`config.mk`:
```
export PLATFORM = sky130hd
export DESIGN_NAME = bmp_pixel_streamer_flat
export DESIGN_NICKNAME = d
export VERILOG_FILES = /design/src/rtl/bmp_pixel_streamer_pkg.sv /design/src/rtl/bmp_pixel_streamer_if.sv /design/src/rtl/bgr_byte_assembler.sv /design/src/rtl/bmp_pixel_streamer.sv /design/src/flat_wrapper.sv
export SDC_FILE = /design/constraint.sdc
export NUM_CORES = 1
export LEC_CHECK = 0
export BUFFER_PORTS_ARGS = -buffer_cell sky130_fd_sc_hd__buf_4
export CORE_ASPECT_RATIO = 1.2
export CORE_MARGIN = 5
export CORE_UTILIZATION = 45
export CTS_BUF_LIST = sky130_fd_sc_hd__clkbuf_8
export CTS_CLUSTER_DIAMETER = 60
export DETAILED_ROUTE_END_ITERATION = 10
export PLACE_DENSITY = 0.72
export RECOVER_POWER = 50
export SLEW_MARGIN = 10
export SYNTH_ARGS = -nofsm -noshare
export SYNTH_HDL_FRONTEND = slang
export SYNTH_SLANG_ARGS = --single-unit
```
`constraint.sdc`:
```
create_clock -name clk -period 8.8 [get_ports clk]
set_clock_uncertainty 0.2 [all_clocks]
set_input_delay 1.76 -clock clk [delete_from_list [all_inputs] [get_ports clk]]
set_output_delay 1.76 -clock clk [all_outputs]
set_load 0.05 [all_outputs]
```
`src/rtl/bmp_pixel_streamer_pkg.sv`:
```
// Shared types and constants for the BMP pixel streamer.
// Defines the FSM and byte-phase encodings and the 24-bit BMP byte order.
package bmp_stream_pkg;

    localparam int DEFAULT_ADDR_W = 23;

    // 24-bit BMP pixels are stored B, G, R at ascending byte addresses
    localparam logic [1:0] BMP_OFS_B = 2'd0;
    localparam logic [1:0] BMP_OFS_G = 2'd1;
    localparam logic [1:0] BMP_OFS_R = 2'd2;
    localparam int BYTES_PER_PX = 3;

    typedef enum logic [1:0] {
        IDLE  = 2'd0,
        READ  = 2'd1,
        DRAIN = 2'd2
    } state_t;

    typedef enum logic [1:0] {
        PH_B = BMP_OFS_B,
        PH_G = BMP_OFS_G,
        PH_R = BMP_OFS_R
    } phase_t;

    function automatic phase_t next_phase(input phase_t p);
        case (p)
            PH_B:    return PH_G;
            PH_G:    return PH_R;
            default: return PH_B;
        endcase
    endfunction

endpackage

```
`src/rtl/bmp_pixel_streamer_if.sv`:
```
// Memory read port and Sobel camera port of the BMP pixel streamer.
// master is the streamer side; slave is the memory / Sobel side.
interface bmp_pixel_streamer_if #(
    parameter int ADDR_W = bmp_stream_pkg::DEFAULT_ADDR_W
);
    logic              mem_rd_o;
    logic [ADDR_W-1:0] mem_addr_o;
    logic [7:0]        mem_data_i;
    logic [7:0]        cam_red_o;
    logic [7:0]        cam_green_o;
    logic [7:0]        cam_blue_o;
    logic              cam_done_o;

    modport master (
        output mem_rd_o, mem_addr_o,
        output cam_red_o, cam_green_o, cam_blue_o, cam_done_o,
        input  mem_data_i
    );

    modport slave (
        input  mem_rd_o, mem_addr_o,
        input  cam_red_o, cam_green_o, cam_blue_o, cam_done_o,
        output mem_data_i
    );
endinterface

```
`src/rtl/bgr_byte_assembler.sv`:
```
// Collects returned B and G bytes and emits a full RGB pixel on the R byte.
// Pixel outputs hold their value between strobes.
module bgr_byte_assembler
    import bmp_stream_pkg::*;
(
    input  logic       clk,
    input  logic       rst,
    input  logic       vld,
    input  phase_t     ph,
    input  logic [7:0] data,
    output logic [7:0] red,
    output logic [7:0] green,
    output logic [7:0] blue,
    output logic       done
);
    logic [7:0] b_q;
    logic [7:0] g_q;

    always_ff @(posedge clk or posedge rst) begin
        if (rst) begin
            b_q   <= '0;
            g_q   <= '0;
            red   <= '0;
            green <= '0;
            blue  <= '0;
            done  <= 1'b0;
        end else begin
            done <= 1'b0;
            if (vld) begin
                case (ph)
                    PH_B: b_q <= data;
                    PH_G: g_q <= data;
                    PH_R: begin
                        red   <= data;
                        green <= g_q;
                        blue  <= b_q;
                        done  <= 1'b1;
                    end
                    default: ;
                endcase
            end
        end
    end

endmodule

```
`src/rtl/bmp_pixel_streamer.sv`:
```
// Reads 24-bit BMP pixel bytes from a byte-wide synchronous memory
// and streams one RGB pixel per strobe to the Sobel stage.
module bmp_pixel_streamer
    import bmp_stream_pkg::*;
#(
    parameter int ADDR_W = DEFAULT_ADDR_W
) (
    input  logic                 clk,
    input  logic                 rst,
    input  logic                 start_i,
    input  logic [ADDR_W-1:0]    base_addr_i,
    input  logic [ADDR_W-1:0]    pixel_count_i,
    input  logic                 pause_i,
    bmp_pixel_streamer_if.master bus,
    output logic                 busy_o,
    output logic                 frame_done_o
);
    // Two extra bits hold 3*count without overflow
    localparam int CNT_W = ADDR_W + 2;

    state_t            state;
    state_t            state_nxt;
    phase_t            phase;
    phase_t            phase_q;
    logic [ADDR_W-1:0] base_q;
    logic [ADDR_W-1:0] addr_q;
    logic [ADDR_W-1:0] rd_addr;
    logic [CNT_W-1:0]  byte_idx;
    logic [CNT_W-1:0]  last_idx;
    logic [CNT_W-1:0]  cnt_ext;
    logic              rd;
    logic              rd_q;
    logic              start_ok;
    logic              start_zero;
    logic              last_byte;
    logic              frame_done_d;
    logic              cam_done;
    logic [7:0]        cam_r;
    logic [7:0]        cam_g;
    logic [7:0]        cam_b;

    assign cnt_ext    = CNT_W'(pixel_count_i);
    assign start_ok   = start_i && (pixel_count_i != '0);
    assign start_zero = start_i && (pixel_count_i == '0);
    assign last_byte  = (byte_idx == last_idx);
    assign rd_addr    = base_q + byte_idx[ADDR_W-1:0];

    always_ff @(posedge clk or posedge rst) begin
        if (rst) begin
            state        <= IDLE;
            frame_done_o <= 1'b0;
        end else begin
            state        <= state_nxt;
            frame_done_o <= frame_done_d;
        end
    end

    always_comb begin
        state_nxt = state;
        unique case (state)
            IDLE:    if (start_ok) state_nxt = READ;
            READ:    if (rd && last_byte) state_nxt = DRAIN;
            DRAIN:   if (cam_done) state_nxt = IDLE;
            default: state_nxt = IDLE;
        endcase
    end

    always_comb begin
        rd           = (state == READ) && !pause_i;
        busy_o       = (state != IDLE);
        frame_done_d = ((state == IDLE) && start_zero)
                    || ((state == DRAIN) && cam_done);
    end

    always_ff @(posedge clk or posedge rst) begin
        if (rst) begin
            base_q   <= '0;
            last_idx <= '0;
            byte_idx <= '0;
            phase    <= PH_B;
            addr_q   <= '0;
        end else if ((state == IDLE) && start_ok) begin
            base_q   <= base_addr_i;
            last_idx <= (cnt_ext << 1) + cnt_ext - CNT_W'(1);
            byte_idx <= '0;
            phase    <= PH_B;
        end else if (rd) begin
            byte_idx <= byte_idx + CNT_W'(1);
            phase    <= next_phase(phase);
            addr_q   <= rd_addr;
        end
    end

    // Read data returns one cycle after the strobe
    always_ff @(posedge clk or posedge rst) begin
        if (rst) begin
            rd_q    <= 1'b0;
            phase_q <= PH_B;
        end else begin
            rd_q    <= rd;
            phase_q <= phase;
        end
    end

    assign bus.mem_rd_o   = rd;
    assign bus.mem_addr_o = rd ? rd_addr : addr_q;

    bgr_byte_assembler u_asm (
        .clk   (clk),
        .rst   (rst),
        .vld   (rd_q),
        .ph    (phase_q),
        .data  (bus.mem_data_i),
        .red   (cam_r),
        .green (cam_g),
        .blue  (cam_b),
        .done  (cam_done)
    );

    assign bus.cam_red_o   = cam_r;
    assign bus.cam_green_o = cam_g;
    assign bus.cam_blue_o  = cam_b;
    assign bus.cam_done_o  = cam_done;

endmodule

```
`src/flat_wrapper.sv`:
```
// flat-port wrapper written by rule: the top's interface ports become plain ports
module bmp_pixel_streamer_flat import bmp_stream_pkg::*;
#(
    parameter int ADDR_W = DEFAULT_ADDR_W
)
  (clk, rst, start_i, base_addr_i, pixel_count_i, pause_i, busy_o, frame_done_o, bus_mem_rd_o, bus_mem_addr_o, bus_cam_red_o, bus_cam_green_o, bus_cam_blue_o, bus_cam_done_o, bus_mem_data_i);
  bmp_pixel_streamer_if #(.ADDR_W(ADDR_W)) bus_i ();
  input  logic clk;
  input  logic rst;
  input  logic start_i;
  input  logic [ADDR_W-1:0] base_addr_i;
  input  logic [ADDR_W-1:0] pixel_count_i;
  input  logic pause_i;
  output logic busy_o;
  output logic frame_done_o;
  output wire logic [$bits(bus_i.mem_rd_o)-1:0] bus_mem_rd_o;
  output wire logic [$bits(bus_i.mem_addr_o)-1:0] bus_mem_addr_o;
  output wire logic [$bits(bus_i.cam_red_o)-1:0] bus_cam_red_o;
  output wire logic [$bits(bus_i.cam_green_o)-1:0] bus_cam_green_o;
  output wire logic [$bits(bus_i.cam_blue_o)-1:0] bus_cam_blue_o;
  output wire logic [$bits(bus_i.cam_done_o)-1:0] bus_cam_done_o;
  input wire logic [$bits(bus_i.mem_data_i)-1:0] bus_mem_data_i;
  assign bus_mem_rd_o = bus_i.mem_rd_o;
  assign bus_mem_addr_o = bus_i.mem_addr_o;
  assign bus_cam_red_o = bus_i.cam_red_o;
  assign bus_cam_green_o = bus_i.cam_green_o;
  assign bus_cam_blue_o = bus_i.cam_blue_o;
  assign bus_cam_done_o = bus_i.cam_done_o;
  assign bus_i.mem_data_i = bus_mem_data_i;
  bmp_pixel_streamer #(.ADDR_W(ADDR_W)) u_core (.clk(clk), .rst(rst), .start_i(start_i), .base_addr_i(base_addr_i), .pixel_count_i(pixel_count_i), .pause_i(pause_i), .bus(bus_i), .busy_o(busy_o), .frame_done_o(frame_done_o));
endmodule
```
==> impl_metrics.tcl <==
set metrics [dict create \
    status "complete, but fails checks" \
    failed_checks "capacitance limit, slew limit" \
    post_synth_inst_count 991 \
    required_ps 6840 \
    final_common_cell "nand2_1" \
    tns_ps 0 \
    die_h_um 163 \
    internal_power_uw 1660 \
    power_density_nw_per_um2 306 \
    drive_gt1_share_pct 12.8 \
    hold_viol 0 \
    cts_resized 0 \
    io_pins 109 \
    dieWidth_um 137 \
    grtUsageTotal_pct 17.2 \
    cp_top_family "buffers and inverters" \
    holdWs_ps 245 \
    synth_top_area_share_pct 41.5 \
    antenna_found_initial 0 \
    cts_buffer_depth 2 \
    root_buffer "clkbuf_8" \
    p_sw_share_pct 45.9 \
    syn_area_um2 8740 \
    p_clk_share_pct 16.4 \
    initial_core_util_pct 46.0 \
    crit_chain "clkbuf_4, or3b_2, clkbuf_1, o21ai_0, buf_4" \
    worstSetupStartpointType "input port" \
    postCtsSetupBuffers 0 \
    die_area_um2 22300 \
    ant_nets 0 \
    hold_start "u_core.phase[1]" \
    fmax_ghz 0.147 \
    synth-seq-cells 145 \
    grt_pass1_wl_um 31200 \
    clkLatencyLatePin_ps 450 \
    num_antenna_cells 0 \
    fp.coreArea_um2 19000 \
    leakage_uw 0.00489 \
    crit_start "pause_i" \
    grt_max_degree 79 \
    syn-num-nets 1128 \
    switchingPower_uw 1410 \
    irDropWorstVdd_mv 0.172 \
    gp_congestion 0.829 \
    r2r-start "u_core.state[0]" \
    rows 55 \
    worst_pin_slew_ps 2920 \
    critPathCaptureType "output pin" \
    min_period_ps 6820 \
    synth_edf_count 0 \
    rsz0062_at_grt "false" \
    first_pass_iters 4 \
    setup_violations 0 \
    path_buf_inv 3 \
    fin_util_pct 52.8 \
    ys_async_sr_fraction_pct 100 \
    slowest_delay_ps 1760 \
    yosysWarnings 0 \
    cts_hold_buf 0 \
    grt_pass1_vias 6546 \
    comb_power_share_pct 48.1 \
    crit_fanout 69 \
    hpwl_um 13900 \
    criticalPathCategory "input port to output pin" \
    maxSlewHeadroom_pct -95.4 \
    final_max_slew_viol_count 218 \
    vias_per_cell 5.02 \
    ys_top_cells_by_area "dfrtp_1 (42%), ha_1 (11%), nand2_1 (10%)" \
    wl_per_cell_um 13.8 \
    num_vias 6834 \
    layout_common_cells "nand2_1 (232), dfrtp_1 (145), o21ai_0 (85)" \
    seq_area_frac_synth_pct 41.5 \
    drc 0 \
    overflow 0 \
    dp.cells 1331 \
    wl_um 18800 \
    clock-sinks 145 \
    post-route-period-util_pct 77.5 \
    finalNonFillerCells 1362 \
    cts_tree "built" \
    synthFlopType "dfrtp_1" \
    hold_path_class "register to register" \
    nets 1231 \
    portBuffers 108 \
    crit_slowest_cell "clkbuf_1" \
    maxCapViolations 3 \
    worstPathArrival_ps 4860 \
    h-tree-depth 4 \
    syn_to_final_growth_pct 14.9 \
    synth_cell_types 60 \
    numCtsBuffers 17 \
    synth_area_leader_cell "dfrtp_1" \
    syn_avg_cell_area_um2 8.82 \
    cts.clk_slew.worst_paths_ps 80 \
    p_seq_share_pct 35.5 \
    drtIter0Drc 397 \
]
-- kinds of logic (layout without fill, tap and decap cells) --
kind of cell	count (synthesis)	in the layout	share of synthesized area (%)
and+or+nand+nor	358	358	18.1
AOI/OAI and AO/OA	197	197	13.7
DFF	145	145	41.5
buffers and inverters	115	230	4.97
adders and majority gates	79	79	11.5
xor gates and xnor gates	79	79	7.92
muxes	18	18	2.29
-- through the flow --
step / area [µm²] / total power, µW / setup WS (ps)
finish: 10000 / 3070 / 1980
global route: 10000 / 3290 / 1510
global placement: 9800 / 2600 / 3220
detailed placement: 9800 / 2630 / 3220
floorplan: 8740 / 2210 / 2930
CTS: 10200 / 3150 / 3160
-- cell usage after synthesis, drive strengths merged, types with 12 or more instances --
cell type	instances
nand2	232
dfrtp	145
o21ai	87
inv	85
ha	77
xnor2	53
a21oi	43
nor2	42
clkbuf	28
xor2	26
nand4	21
mux2	16
a21o	14
nand3	12
nor3	12
-- power groups by stage --
stage / Clock, µW / Combinational (µW) / Sequential, µW
2_1_floorplan: 0 / 966 / 1240
3_3_place_gp: 0 / 1510 / 1090
3_5_place_dp: 0 / 1530 / 1100
4_1_cts: 512 / 1540 / 1090
5_1_grt: 543 / 1620 / 1120
6_report: 504 / 1480 / 1090
-- worst reg2reg max path, stage by stage (launching register included) --
cell      delay, ps
dfrtp_1         420
or3b_2          250
clkbuf_1       1760
nor2_1          220
a221oi_1        390
nand3_1         120
-- cell type report --
| class | count | area (µm²) |
|---|---|---|
| Sequential cell | 145 | 3630 |
| Clock buffer | 18 | 248 |
| Timing Repair Buffer | 113 | 711 |
| Clock inverter | 13 | 129 |
| Fill cell | 1832 | 8960 |
| Tap cell | 256 | 320 |
| Multi-Input combinational cell | 731 | 4670 |
| Inverter | 86 | 325 |
-- worst paths after layout --
path / slack, ps / endpoint / cells after the start
max: 1980 / bus_mem_addr_o[2] / 5
min: 250 / u_core.phase_q[1] / 0
max reg2reg: 5310 / u_core.addr_q[22] / 5
min reg2reg: 250 / u_core.phase_q[1] / 0
max in group asynchronous: 3630 / u_core.byte_idx[9] / 3
min in group asynchronous: 1960 / u_core.addr_q[12] / 2
-- metal layers --
metal	track usage [%]	vias to the layer above	wire [µm]
met5	0	-	0
met2	28.6	117	9040
met4	5.17	0	361
met3	3.34	23	667
met1	22.6	3149	8710
li1	-	3545	-
-- sequential cells by signal (all words and copies together) (netlist names) --
| signal | flops |
|---|---|
| u_core.base_q | 23 |
| u_core.u_asm.blue | 8 |
| u_core.state | 2 |
| u_core.last_idx | 25 |
| u_core.byte_idx | 25 |
| u_core.u_asm.green | 8 |
| u_core.phase | 2 |
| u_core.addr_q | 23 |
| u_core.rd_q | 1 |
| u_core.u_asm.b_q | 8 |
| u_core.u_asm.g_q | 8 |
| u_core.u_asm.done | 1 |
| u_core.frame_done_o | 1 |
| u_core.phase_q | 2 |
| u_core.u_asm.red | 8 |
No activity file was read; power rests on OpenSTA's default activity.
